--- src/rtl/logica_pkg.sv ---
// Shared encodings for the bit-serial logic sequencer: operation codes,
// walk direction and controller states.
package logica_pkg;

    localparam logic [1:0] OP_AND    = 2'b00;
    localparam logic [1:0] OP_OR     = 2'b01;
    localparam logic [1:0] OP_ANDN   = 2'b10;
    localparam logic [1:0] OP_ILEGAL = 2'b11;

    localparam logic DIR_DER = 1'b0;
    localparam logic DIR_IZQ = 1'b1;

    typedef enum logic [1:0] {
        REPOSO  = 2'd0,
        PROCESA = 2'd1,
        FIN     = 2'd2
    } estado_t;

endpackage

--- src/rtl/unidad_logica_bit.sv ---
// Combinational 1-bit logic cell: AND, OR or (~a)&b selected by op.
// This is the single resource the sequencer time-shares across all bits.
module unidad_logica_bit
    import logica_pkg::*;
(
    input  logic       a_bit,
    input  logic       b_bit,
    input  logic [1:0] op,
    output logic       y
);

    always_comb begin
        y = 1'b0;
        case (op)
            OP_AND:  y = a_bit & b_bit;
            OP_OR:   y = a_bit | b_bit;
            OP_ANDN: y = (~a_bit) & b_bit;
            default: y = 1'b0;
        endcase
    end

endmodule

--- src/rtl/secuenciador_logico_serial.sv ---
// Bit-serial controller: walks two ANCHO-bit operands one bit per clock
// through a shared 1-bit logic cell and returns the parallel result.
module secuenciador_logico_serial
    import logica_pkg::*;
#(
    parameter int ANCHO = 8
) (
    input  logic             clk,
    input  logic             rst_n,
    input  logic             inicio,
    input  logic [1:0]       op,
    input  logic             dir,
    input  logic [ANCHO-1:0] a,
    input  logic [ANCHO-1:0] b,
    output logic             ocupado,
    output logic             listo,
    output logic             error_op,
    output logic [ANCHO-1:0] resultado
);

    localparam int CW = (ANCHO > 1) ? $clog2(ANCHO) : 1;
    localparam logic [CW-1:0] CNT_ULTIMO = CW'(ANCHO - 1);

    estado_t          estado;
    logic [ANCHO-1:0] reg_a;
    logic [ANCHO-1:0] reg_b;
    logic [ANCHO-1:0] sombra;
    logic [ANCHO-1:0] sombra_sig;
    logic [1:0]       op_q;
    logic             dir_q;
    logic [CW-1:0]    cnt;
    logic [CW-1:0]    idx;
    logic             bit_a;
    logic             bit_b;
    logic             bit_y;

    // MSB-first walk writes bit ANCHO-1-cnt so both directions land f(a[i],b[i]) in bit i.
    always_comb begin
        bit_a      = dir_q ? reg_a[ANCHO-1] : reg_a[0];
        bit_b      = dir_q ? reg_b[ANCHO-1] : reg_b[0];
        idx        = dir_q ? (CNT_ULTIMO - cnt) : cnt;
        sombra_sig = sombra;
        sombra_sig[idx] = bit_y;
    end

    unidad_logica_bit u_celda (
        .a_bit (bit_a),
        .b_bit (bit_b),
        .op    (op_q),
        .y     (bit_y)
    );

    always_ff @(posedge clk or negedge rst_n) begin
        if (!rst_n) begin
            estado    <= REPOSO;
            reg_a     <= '0;
            reg_b     <= '0;
            sombra    <= '0;
            op_q      <= OP_AND;
            dir_q     <= DIR_DER;
            cnt       <= '0;
            ocupado   <= 1'b0;
            listo     <= 1'b0;
            error_op  <= 1'b0;
            resultado <= '0;
        end else begin
            case (estado)
                REPOSO: begin
                    listo    <= 1'b0;
                    error_op <= 1'b0;
                    if (inicio) begin
                        ocupado <= 1'b1;
                        if (op == OP_ILEGAL) begin
                            estado   <= FIN;
                            listo    <= 1'b1;
                            error_op <= 1'b1;
                        end else begin
                            estado <= PROCESA;
                            reg_a  <= a;
                            reg_b  <= b;
                            op_q   <= op;
                            dir_q  <= dir;
                            cnt    <= '0;
                            sombra <= '0;
                        end
                    end
                end
                PROCESA: begin
                    if (dir_q == DIR_IZQ) begin
                        reg_a <= reg_a << 1;
                        reg_b <= reg_b << 1;
                    end else begin
                        reg_a <= reg_a >> 1;
                        reg_b <= reg_b >> 1;
                    end
                    sombra <= sombra_sig;
                    // Result is published on entry to FIN so it is valid while listo is high.
                    if (cnt == CNT_ULTIMO) begin
                        estado    <= FIN;
                        listo     <= 1'b1;
                        resultado <= sombra_sig;
                    end else begin
                        cnt <= cnt + 1'b1;
                    end
                end
                FIN: begin
                    estado   <= REPOSO;
                    listo    <= 1'b0;
                    error_op <= 1'b0;
                    ocupado  <= 1'b0;
                end
                default: begin
                    estado   <= REPOSO;
                    listo    <= 1'b0;
                    error_op <= 1'b0;
                    ocupado  <= 1'b0;
                end
            endcase
        end
    end

endmodule

--- config.mk ---
export PLATFORM = sky130hd
export DESIGN_NAME = secuenciador_logico_serial
export DESIGN_NICKNAME = d
export VERILOG_FILES = /design/src/rtl/logica_pkg.sv /design/src/rtl/unidad_logica_bit.sv /design/src/rtl/secuenciador_logico_serial.sv
export SDC_FILE = /design/constraint.sdc
export NUM_CORES = 1
export LEC_CHECK = 0
export CORE_MARGIN = 4
export CORE_UTILIZATION = 55
export DETAILED_ROUTE_END_ITERATION = 16
export HOLD_SLACK_MARGIN = 0.02
export PLACE_DENSITY = 0.8
export REMOVE_ABC_BUFFERS = 1
export SYNTH_ARGS = -nofsm -noshare
export SYNTH_HDL_FRONTEND = slang
export SYNTH_HIERARCHICAL = 1
export SYNTH_SLANG_ARGS = --single-unit
--- constraint.sdc ---
create_clock -name clk -period 2.6 [get_ports clk]
set_input_delay 0.52 -clock clk [delete_from_list [all_inputs] [get_ports clk]]
set_output_delay 0.52 -clock clk [all_outputs]
set_load 0.005 [all_outputs]
==> reports/summary.txt <==
crit path capture type - register
routed len/inst - 13.8 um
Vias/cell - 5.55
I/O pin cnt - 33
area of the core - 4350 um2
Synth cell types - 40
post-layout min period - 2.15 ns
HPWL Detailed - 3200 um
Layout fillers - 346
diode count - 0
Initial DRC Count - 117
count of pins over their slew limit - 0
share of layout cells above drive strength 1 - 14.4%
PortBufs - 32
outcome - complete, no violations
clk slew on worst S/H paths - 0.08 ns
Setup CP Type - register to register
NumNets Final - 314
CTS Buf Count - 5
die area - 5650 um2
# hold bufs at CTS - 0
Slew headroom - 37.3%
R2R Setup Slk - 0.45 ns
Warnings, synthesis - 6
Final Util - 65.7%
die width - 75.2 um
Post-Syn Instances - 265
clk root buf - clkbuf_8
CTS tree - built
max-cap violations - 0
largest net degree at the start of global routing - 44
unrepaired setup endpoints after global routing - false
Most used DFF post-synth - dfrtp_1
initial antenna violation count - 0
via count - 1904
crit path max fanout - 8
grt ovf - 0
row count - 24
routed wire length - 4730 um
Resize count post-CTS - 0
Arr. time, crit path - 2.32 ns
drt pass-1 iters - 4
post-route ant nets - 0
Tot Pwr - 0.00354 W
worst-margin pin slew - 0.941 ns
Final setup viols - 0
Mapped Avg Cell Area - 9.37 um2
Initial Util - 57.0%
Area after DPL - 2780 um2
die height - 75.2 um
PD cells - 1240 nW/um2
register area share after synthesis - 43.3%
Setup Buffers After CTS - 0
number of synthesized flops with an enable pin - 0
CTS HTree Levels - 2
Data required, critical path - 2.77 ns
first-pass GRT wire length - 7880 um
Max Freq - 466 MHz
Hold Path Class - primary input to async pin
period utilization - 82.5%
Synth Register Bits - 43
commonest non-fill, non-tap cell in the layout - dfrtp_1
cell area after synthesis - 2480 um2
Final Hold Vio Count - 0
commonest non-fill, non-tap cells in the layout - dfrtp_1, nor2_1, nand2_1
asr flop ratio synth - 100%
Clock Latency Late Sink - 0.30 ns
routability congestion estimate - 0.752
residual DRC count - 0
Pleak - 1.22 nW
fin area - 2860 um2
startpoint types - register
Peak VDD IR - 0.705 mV
P&R area growth vs syn - 15.2%
Worst Skew - 0.00300 ns
vias in the first global route - 1757
Num Clock Sinks - 43
CTS Buffer Depth - 2
GR Util All Layers - 17.9%
==> synth_stat cells, types with 2 or more instances <==
cell type	instances	area, um2
o31ai_2	5	62.6
mux2i_1	13	130
o31ai_1	11	82.6
dfrtp_1	43	1080
o22a_1	2	17.5
a221oi_1	3	26.3
nor2b_2	2	17.5
nand2_1	34	128
a211oi_2	4	50.1
o21ai_0	11	55.1
nor2_1	34	128
nor2b_1	5	31.3
nor3b_1	2	15.0
and3_1	2	12.5
inv_1	7	26.3
a22o_1	2	17.5
buf_6	4	45.0
buf_2	6	30.0
a21oi_2	3	26.3
o21ai_1	6	30.0
mux2_2	8	90.1
a21oi_1	33	165
ha_1	2	25.0
buf_4	7	52.6
==> routing by layer <==
metal / track usage [%] / up-vias / part of all wire [%]
met5: 0 / - / 0
met4: 6.41 / 0 / 1.6
met3: 4.27 / 8 / 4.9
met2: 28.6 / 44 / 46
met1: 23.9 / 874 / 48
li1: - / 978 / -
==> flip-flops by register name, indices dropped and copies added, names as in the netlist, 2 cells and up <==
name	flops
cnt	3
op_q	2
sombra	8
resultado	8
estado	2
reg_a	8
reg_b	8
==> worst max-delay path, stage by stage (launching register included) <==
cell and delay (ns):
dfrtp_1 0.40, mux2_2 0.36, maj3_2 0.30, a21o_1 0.20, nor2_2 0.29, a221oi_1 0.15
a21oi_1 0.22, o31ai_1 0.10
==> final timing paths <==
path                                     end  depth (start not counted)         start
worst max-delay path               sombra[0]                          7         dir_q
worst min-delay path            resultado[2]                          1         rst_n
worst max register to register     sombra[0]                          7         dir_q
worst min register to register  resultado[6]                          2  resultado[6]
max in group asynchronous           reg_a[7]                          1         rst_n
min in group clk                resultado[6]                          2  resultado[6]
==> power breakdown <==
| part | internal (W) | switching, W |
|---|---|---|
| registers | 0.000951 | 0.000276 |
| clock network | 0.000189 | 0.000223 |
| logic | 0.000890 | 0.00101 |
==> area by class of cell <==
cell class,count,area (um2),share of cell area [%]
Clock inverter,1,5.00,0.175
Timing Repair Buffer,36,358,12.5
Clock buffer,7,76.3,2.67
Tap cell,52,65.1,2.28
Sequential cell,43,1080,37.6
Multi-Input combinational cell,197,1250,43.8
Inverter,7,26.3,0.919
==> cells by family (layout without fill, tap and decap cells) <==
group                    Yosys count  after routing  synth area share, %
flip-flops                        43             43                 43.3
adder cells (fa/ha/maj)            3              3                 1.46
buffers and inverters             25             51                 6.35
AO/OA/AOI/OAI                     84             84                 23.0
multiplexers                      21             21                 8.87
AND/OR/NAND/NOR                   89             89                 17.0
==> stage by stage <==
stage	hold slack (ns)	instances	setup TNS [ns]	worst slack, ns
3_5_place_dp	0.471	335	0	0.451
2_1_floorplan	0.224	247	-5.76	-0.377
3_3_place_gp	0.468	335	0	0.521
5_1_grt	0.449	343	0	0.249
4_1_cts	0.398	343	0	0.440
6_report	0.360	343	0	0.454
Power figures use the tool's default switching activity.
